`src/rtl/riscv_branch_pkg.sv`:
```
// Shared types and helpers for branch prediction and redirect control.
// Holds the redirect FSM encoding and the 2-bit saturating-counter update.
package riscv_branch_pkg;

  typedef enum logic [1:0] {
    StIdle     = 2'd0,
    StRedirect = 2'd1,
    StDrain    = 2'd2
  } redir_state_e;

  localparam logic [1:0] CtrSnt = 2'b00;
  localparam logic [1:0] CtrWnt = 2'b01;
  localparam logic [1:0] CtrWt  = 2'b10;
  localparam logic [1:0] CtrSt  = 2'b11;

  function automatic logic [1:0] sat_update(input logic [1:0] ctr, input logic taken);
    logic [1:0] res;
    if (taken) begin
      res = (ctr == CtrSt) ? CtrSt : ctr + 2'd1;
    end else begin
      res = (ctr == CtrSnt) ? CtrSnt : ctr - 2'd1;
    end
    return res;
  endfunction

endpackage

```
`src/rtl/btb_table.sv`:
```
// Direct-mapped branch target buffer with one combinational read port and one
// synchronous read-modify-write update port.
module btb_table
  import riscv_branch_pkg::*;
#(
  parameter int unsigned Xlen    = 32,
  parameter int unsigned Entries = 16
) (
  input  logic            clk_i,
  input  logic            rst_i,
  input  logic [Xlen-1:0] rd_pc_i,
  output logic            rd_hit_o,
  output logic [1:0]      rd_ctr_o,
  output logic [Xlen-1:0] rd_target_o,
  input  logic            wr_en_i,
  input  logic [Xlen-1:0] wr_pc_i,
  input  logic            wr_taken_i,
  input  logic [Xlen-1:0] wr_target_i
);

  localparam int unsigned IdxW = $clog2(Entries);
  localparam int unsigned TagW = Xlen - IdxW - 2;

  logic            valid_q  [Entries];
  logic [1:0]      ctr_q    [Entries];
  logic [TagW-1:0] tag_q    [Entries];
  logic [Xlen-1:0] target_q [Entries];

  logic [IdxW-1:0] rd_idx;
  logic [TagW-1:0] rd_tag;
  logic [IdxW-1:0] wr_idx;
  logic [TagW-1:0] wr_tag;
  logic            wr_hit;
  logic            unused_pc;

  assign rd_idx    = rd_pc_i[IdxW+1:2];
  assign rd_tag    = rd_pc_i[Xlen-1:IdxW+2];
  assign wr_idx    = wr_pc_i[IdxW+1:2];
  assign wr_tag    = wr_pc_i[Xlen-1:IdxW+2];
  assign unused_pc = ^{rd_pc_i[1:0], wr_pc_i[1:0]};

  // Reads see the pre-update contents; there is no write-to-read bypass.
  assign rd_hit_o    = valid_q[rd_idx] && (tag_q[rd_idx] == rd_tag);
  assign rd_ctr_o    = ctr_q[rd_idx];
  assign rd_target_o = target_q[rd_idx];

  assign wr_hit = valid_q[wr_idx] && (tag_q[wr_idx] == wr_tag);

  always_ff @(posedge clk_i) begin
    if (rst_i) begin
      for (int i = 0; i < Entries; i++) begin
        valid_q[i] <= 1'b0;
        ctr_q[i]   <= CtrWnt;
      end
    end else if (wr_en_i) begin
      if (wr_hit) begin
        ctr_q[wr_idx] <= sat_update(ctr_q[wr_idx], wr_taken_i);
      end else if (wr_taken_i) begin
        valid_q[wr_idx] <= 1'b1;
        ctr_q[wr_idx]   <= CtrWt;
      end
    end
  end

  // A taken resolve rewrites tag and target on both hit and allocate; on a hit the tag is unchanged.
  always_ff @(posedge clk_i) begin
    if (!rst_i && wr_en_i && wr_taken_i) begin
      tag_q[wr_idx]    <= wr_tag;
      target_q[wr_idx] <= wr_target_i;
    end
  end

endmodule

```
`src/rtl/branch_redirect_ctrl.sv`:
```
// Control-flow resolution for the 5-stage core: IF-stage BTB prediction, MEM-stage
// mispredict detection, registered redirect/flush, wrong-path drain and perf counters.
module branch_redirect_ctrl
  import riscv_branch_pkg::*;
#(
  parameter int unsigned XLEN        = 32,
  parameter int unsigned BTB_ENTRIES = 16,
  parameter int unsigned FLUSH_DEPTH = 3
) (
  input  logic            i_clk,
  input  logic            i_rst,
  input  logic            i_stall,
  input  logic [XLEN-1:0] i_if_pc,
  output logic            o_if_pred_taken,
  output logic [XLEN-1:0] o_if_pred_target,
  input  logic            i_mem_valid,
  input  logic            i_mem_branch,
  input  logic            i_mem_PCSrc,
  input  logic [XLEN-1:0] i_mem_pc,
  input  logic [XLEN-1:0] i_mem_target,
  input  logic            i_mem_pred_taken,
  input  logic [XLEN-1:0] i_mem_pred_target,
  output logic            o_redirect,
  output logic [XLEN-1:0] o_redirect_pc,
  output logic            o_flush,
  output logic [31:0]     o_branch_cnt,
  output logic [31:0]     o_mispred_cnt
);

  localparam int unsigned DrainW    = (FLUSH_DEPTH > 2) ? $clog2(FLUSH_DEPTH - 1) : 1;
  localparam int unsigned DrainLoad = (FLUSH_DEPTH >= 2) ? FLUSH_DEPTH - 2 : 0;

  redir_state_e      state_q;
  logic              redirect_q;
  logic              flush_q;
  logic [XLEN-1:0]   redirect_pc_q;
  logic [DrainW-1:0] drain_cnt_q;
  logic [31:0]       branch_cnt_q;
  logic [31:0]       mispred_cnt_q;

  logic            if_hit;
  logic [1:0]      if_ctr;
  logic [XLEN-1:0] if_target;
  logic            resolve;
  logic            mispredict;
  logic [XLEN-1:0] correct_pc;
  logic            unused_ctr;

  btb_table #(
    .Xlen    (XLEN),
    .Entries (BTB_ENTRIES)
  ) u_btb (
    .clk_i       (i_clk),
    .rst_i       (i_rst),
    .rd_pc_i     (i_if_pc),
    .rd_hit_o    (if_hit),
    .rd_ctr_o    (if_ctr),
    .rd_target_o (if_target),
    .wr_en_i     (resolve),
    .wr_pc_i     (i_mem_pc),
    .wr_taken_i  (i_mem_PCSrc),
    .wr_target_i (i_mem_target)
  );

  assign unused_ctr       = if_ctr[0];
  assign o_if_pred_taken  = if_hit & if_ctr[1];
  assign o_if_pred_target = o_if_pred_taken ? if_target : '0;

  // Stalled or wrong-path (non-idle) resolves are not events; a stalled one is retried later.
  assign resolve    = i_mem_valid & i_mem_branch & ~i_stall & (state_q == StIdle);
  assign mispredict = (i_mem_PCSrc != i_mem_pred_taken) |
                      (i_mem_PCSrc & i_mem_pred_taken & (i_mem_target != i_mem_pred_target));
  assign correct_pc = i_mem_PCSrc ? i_mem_target : (i_mem_pc + XLEN'(4));

  always_ff @(posedge i_clk) begin
    if (i_rst) begin
      state_q       <= StIdle;
      redirect_q    <= 1'b0;
      flush_q       <= 1'b0;
      redirect_pc_q <= '0;
      drain_cnt_q   <= '0;
    end else if (!i_stall) begin
      case (state_q)
        StIdle: begin
          if (resolve && mispredict) begin
            redirect_pc_q <= correct_pc;
            redirect_q    <= 1'b1;
            flush_q       <= 1'b1;
            state_q       <= StRedirect;
          end
        end
        StRedirect: begin
          redirect_q <= 1'b0;
          flush_q    <= 1'b0;
          if (FLUSH_DEPTH == 1) begin
            state_q <= StIdle;
          end else begin
            state_q     <= StDrain;
            drain_cnt_q <= DrainW'(DrainLoad);
          end
        end
        StDrain: begin
          if (drain_cnt_q == '0) begin
            state_q <= StIdle;
          end else begin
            drain_cnt_q <= drain_cnt_q - DrainW'(1);
          end
        end
        default: state_q <= StIdle;
      endcase
    end
  end

  always_ff @(posedge i_clk) begin
    if (i_rst) begin
      branch_cnt_q  <= '0;
      mispred_cnt_q <= '0;
    end else if (resolve) begin
      branch_cnt_q <= branch_cnt_q + 32'd1;
      if (mispredict) begin
        mispred_cnt_q <= mispred_cnt_q + 32'd1;
      end
    end
  end

  assign o_redirect    = redirect_q;
  assign o_flush       = flush_q;
  assign o_redirect_pc = redirect_pc_q;
  assign o_branch_cnt  = branch_cnt_q;
  assign o_mispred_cnt = mispred_cnt_q;

endmodule

```
`config.mk`:
```
export PLATFORM = sky130hd
export DESIGN_NAME = branch_redirect_ctrl
export DESIGN_NICKNAME = d
export VERILOG_FILES = /design/src/rtl/riscv_branch_pkg.sv /design/src/rtl/btb_table.sv /design/src/rtl/branch_redirect_ctrl.sv
export SDC_FILE = /design/constraint.sdc
export NUM_CORES = 1
export LEC_CHECK = 0
export BUFFER_PORTS_ARGS = -buffer_cell sky130_fd_sc_hd__clkbuf_2
export CAP_MARGIN = 10
export CORE_MARGIN = 1.5
export CORE_UTILIZATION = 40
export DETAILED_ROUTE_END_ITERATION = 8
export GPL_ROUTABILITY_DRIVEN = 0
export SYNTH_ARGS = -nofsm -noshare
export SYNTH_HDL_FRONTEND = slang
export SYNTH_SLANG_ARGS = --single-unit
```
`constraint.sdc`:
```
create_clock -name i_clk -period 6.5 [get_ports i_clk]
set_clock_uncertainty 0.2 [all_clocks]
set_input_delay 0.65 -clock i_clk [delete_from_list [all_inputs] [get_ports i_clk]]
set_output_delay 0.65 -clock i_clk [all_outputs]
set_load 0.01 [all_outputs]
```
After elaboration in Yosys (flattened, before gate mapping)
Memories as Yosys holds them, arrays and structs flattened.
Index checks and enable logic that the tools add are counted.

operators by class
  add/sub/neg operators = 6
  eq/ne operators = 9
  multiplexer cells = 35
  bitwise gates (word level) = 9
  reduce and logical (&&, ||, !) cells = 17

operators with widths
  kind                                                                count
  32-bit by 1-bit adder with 32-bit output, second input constant     2
  32-bit 2-to-1 mux                                                   2
  26-bit == test                                                      2
  32-bit by 3-bit adder with 32-bit output, second input constant     1
  32-bit != test                                                      1
  2-bit 2-to-1 mux                                                    10
  1-bit 2-to-1 mux                                                    18
  3-bit AND reduction                                                 3
  4-bit 2-to-1 mux                                                    2
  1-bit AND                                                           6
  2-bit case mux with 3 select lines                                  1
  1-bit logical AND                                                   5
  2-bit == test, second input constant                                2
  2-bit logical NOT                                                   2
  1-bit case mux with 2 select lines                                  2
  2-bit AND reduction                                                 2
  2-bit nonzero test                                                  2
  2-bit by 1-bit adder with 2-bit output, second input constant       1
  2-bit by 1-bit == test with 1-bit output, second input constant     1
  2-bit by 1-bit != test with 1-bit output, second input constant     1
  2-bit != test, second input constant                                1
  1-bit OR                                                            2
  2-bit OR reduction                                                  1
  2-bit by 1-bit subtractor with 2-bit output, second input constant  1
  5 further kinds                                                     5

word-level totals
  register bits = 100
  memory bits (writable) = 976
  bits of input ports = 135
  output and inout bits = 131
  word-level logic and storage cells = 86
  memories kept = 4

memory list
  name            depth  bits a word  read ports  clocked after memory_dff  write ports  RTL line         RTL
  u_btb.target_q  16     32           1           0                         1            btb_table.sv:27  logic [Xlen-1:0] target_q [Entries];
  u_btb.tag_q     16     26           2           0                         1            btb_table.sv:26  logic [TagW-1:0] tag_q [Entries];
  u_btb.ctr_q     16     2            2           0                         16           btb_table.sv:25  logic [1:0] ctr_q [Entries];
  u_btb.valid_q   16     1            2           0                         16           btb_table.sv:24  logic valid_q [Entries];

Longest topological paths before layout
An unclocked memory read counts as a cell.

  depth after elaboration = 10
  depth in mapped cells = 16

Hierarchy
From an unflattened synthesis, not the netlist that was laid out.

unflattened totals
  cell total of the unflattened synthesis = 2781
  area total of the unflattened synthesis = 48331.4 sq um

modules (own cells, without submodules)
  module                instances  cells each  area an instance (sq um)
  btb_table             1          1989        42065.3
  branch_redirect_ctrl  1          792         6266.0

Worst setup path after synthesis
Ideal clock, no wire load.

  kind = input port to flip-flop
  start = in i_mem_pc[2]
  end = mem u_btb.tag_q[2][0] in the netlist's numbering, enable pin
  setup time = 0.474 ns
  arrival time = 4.485 ns
  required time = 5.826 ns
  slack = 1.341 ns
  stages on the path = 8
  cells stage by stage = buf_2 buf_4 inv_1 buf_2 buf_2 ha_1 nand2_1 nor2_1

RTL lines
  element          RTL line                    RTL
  start, declared  branch_redirect_ctrl.sv:19  input logic [XLEN-1:0] i_mem_pc,
  end, declared    btb_table.sv:26

No word-level cell before the write port.

Worst setup path after layout
  start = in i_if_pc[2]
  end = out o_if_pred_target[28]

on the way
  longest elaborated chain between the ends = 5
  elaborated cells between the ends (all ways) = 8
  those cells by class = eq/ne: 1; mux: 1; bitwise: 1; reduce/logical: 1; memory: 4

RTL lines
  element                  RTL line                    RTL
  start, declared          branch_redirect_ctrl.sv:13  input logic [XLEN-1:0] i_if_pc,
  memory read 16 x 26 bit  --
  26-bit == test           btb_table.sv:43             assign rd_hit_o = valid_q[rd_idx] && (tag_q[rd_idx] == rd_tag);
  1-bit logical AND        btb_table.sv:43
  1-bit AND                branch_redirect_ctrl.sv:66  assign o_if_pred_taken = if_hit & if_ctr[1];
  32-bit 2-to-1 mux (*)    branch_redirect_ctrl.sv:67  assign o_if_pred_target = o_if_pred_taken ? if_target : '0;
  end, declared            branch_redirect_ctrl.sv:15  output logic [XLEN-1:0] o_if_pred_target,

Mark *: on every way between the ends. The rest lies on a longest branch, timed or not.

==> results.yml <==
final_layout:
  mostFrequentLayoutCell: "edfxtp_1"
  final_nets: 3050
  multi_input_comb_area_um2: 15200
  final_cells: 4524
  fillerInstances: 9854
  post-route-util_pct: 46.3
  syn2layout_area_growth_pct: 14.6
  final_cell_mix: "960 x edfxtp_1, 379 x mux4_2, 255 x clkbuf_2"
  seqCellArea_um2: 31100
  layout-drive-gt1-share_pct: 29.5
route:
  viasPerCell: 5.97
  drt_wl_total_um: 139000
  drc: 0
  num_vias: 27000
  wl_per_cell_um: 30.6
  ant_nets: 0
  drt_first_iter_violations: 3063
  drtPass1Iterations: 5
pwr:
  peakVddDrop_uv: 268
  total_leakage_power_nw: 17.7
  p_per_area_nw_per_um2: 272
clock_network:
  numCtsBuffers: 112
  post_cts_buffers: 0
  cts_sinks: 1076
  cts_tree: "built"
  ctsHoldBuffers: 0
  cts-root-buf: "clkbuf_16"
  htreeDepth: 3
  clock_path_buffers: 3
  clk_pin_slew_worst_paths_ps: 60
  clk-insertion-delay-late_ps: 710
  cts_resized: 0
synthesis:
  synth-simple-area-share_pct: 4.70
  synth-seq-cells: 1076
  synth.avg_cell_area_um2: 18.0
  syn_nets: 2767
  yosysTopAreaCell: "edfxtp_1"
  synth_area_um2: 47100
  synth_top_family_by_area: "multiplexers"
  ys_seq_area_share_pct: 66.2
  ys_dominant_reg_cell: "edfxtp_1"
  async_reset_ff_share_pct: 0
  synth_cell_types: 62
  synth_top_area_share_pct: 61.2
  synth_compound_area_share_pct: 2.88
  synth_cells: 2621
  synth_edf_count: 960
  synth_xor_area_share_pct: 3.22
  ys_top_cells_by_area: "edfxtp_1 61%, mux4_2 18%, dfxtp_1 4.9%"
  yosysWarningCount: 0
  synthAdderAreaFrac_pct: 0.292
  synthMuxAreaShare_pct: 21.0
sta:
  relSlewSlack_pct: 27.7
  tns_ps: 0
  slew_viol_final: 0
  clock.fmax_mhz: 180
  hold_viol: 0
  min_period_ps: 5540
  post-route-period-util_pct: 85.3
  tightestPinTransition_ps: 1080
  setup_viol: 0
  grt_setup_unrepaired: "false"
floorplanning:
  dieHeight_um: 346
  core-area_um2: 117000
  ios: 266
  die_area_um2: 120000
  fp.dieW_um: 346
  initial_utilization_pct: 40.4
  num_rows: 125
worst_setup_path:
  ff2ff_setup_slack_ps: 2260
  crit_type: "input port to output pin"
  cp_max_fo: 54
  crit-reg2reg-launch: "u_btb.tag_q[14][2]$_DFFE_PP_"
  critPathMostFrequentCell: "mux4_2"
  cp_top_family: "buffers and inverters"
  slowest_stage: "buf_4"
  slowest_delay_ps: 590
  crit_path_start_kind: "input port"
  path_buf_inv: 4
  end_kind: "output pin"
  cp_data_arrival_time_ps: 4690
  required_ps: 5650
  crit_path_cell_trace: "buf_8 > buf_4 > mux4_2 > mux4_2 > xnor2_1 > nand3_1 > nor3_1 > nand4_1 > buf_12 > nor2b_1 > clkbuf_2"
  critPathLaunch: "i_if_pc[2]"
grt:
  grt_pass1_wl_um: 198000
  grt_start_max_net_pins: 105
  grt_pass1_vias: 27800
  met2_usage_pct: 37.5
  antenna_found_initial: 12
  grt_usage_pct: 22.9
  grt_use_met1_pct: 30.6
  grt_overflow: 0
  grt_busiest_layer: "met2"
  use_met3_pct: 5.00
status:
  status: "finished, final reports clean"
min_path:
  hp-class: "input port to register"
  worstHoldStart: "i_mem_pc[0]"
place:
  dp_cells: 4314
  port_buffers: 263
  place_hpwl_um: 84100
job:
  maxCapViolations: 0
## where the power goes
group          internal, mW  switching, mW
clock                  3.47           2.66
sequential             7.54         0.0135
combinational         0.402          0.597
## metal layers
| metal | wire length (µm) | vias up | share of wire (%) |
|---|---|---|---|
| met5 | 86 | - | 0.062 |
| met4 | 4290 | 14 | 3.1 |
| met3 | 11900 | 271 | 8.6 |
| met2 | 67500 | 1290 | 49 |
| met1 | 54700 | 14200 | 39 |
| li1 | - | 11200 | - |
## stage by stage
step | setup slack [ps] | cell area, µm² | hold WS, ps | power (mW)
after floorplan | 1340 | 47100 | 262 | 8.30
after global placement | 923 | 50500 | 272 | 8.68
after detailed placement | 861 | 50500 | 283 | 8.70
after CTS | 868 | 53900 | 37.1 | 14.8
after global routing | 707 | 53900 | 89.5 | 15.1
final | 955 | 53900 | 72.8 | 14.7
## synthesized netlist by cell type, drive strengths merged (36+ instances only)
master  instances
o21ai          49
edfxtp        960
clkbuf         88
xnor2          71
nor2          130
mux4          379
a21oi          36
nand3          43
mux2i         130
xor2          102
dfxtp         116
buf            72
nand2         107
nor2b          48
## registers in the layout, summed over array words and instances (netlist names)
name            flops
u_btb.target_q    512
u_btb.tag_q       416
o_branch_cnt       32
o_mispred_cnt      32
o_redirect_pc      32
u_btb.ctr_q        32
u_btb.valid_q      16
state_q             2
drain_cnt_q         1
o_flush             1
## kinds of logic after synthesis
group / count (synthesis)
DFF: 1076
muxes: 512
and+or+nand+nor: 451
AOI/OAI and AO/OA: 206
buffers and inverters: 192
xor gates and xnor gates: 173
adders and majority gates: 11
## path summary, 6_finish.rpt
path | endpoint | cells after the start
worst min register to register | u_btb.valid_q[10]$_DFF_P_ | 2
worst min-delay path | o_redirect_pc[0]$_SDFFE_PP0P_ | 3
worst max-delay path | o_if_pred_target[28] | 11
worst max register to register | u_btb.ctr_q[15][1]$_SDFFCE_PN0P_ | 9
## tightest hold or removal path, delay by kind of cell
family / cells / cell delay, ps
muxes: 1 / 110
AOI/OAI and AO/OA: 1 / 90
buffers and inverters: 1 / 80
## final cells by class
type	instances	area share [%]
antenna	3	0.0139
clock buffer	153	5.65
clock inverter	54	0.807
inverter	32	0.223
multi-input combinational	1353	28.2
sequential	1076	57.7
tap	1524	3.53
timing repair buffer	329	3.81
Power figures use the tool's default switching activity.
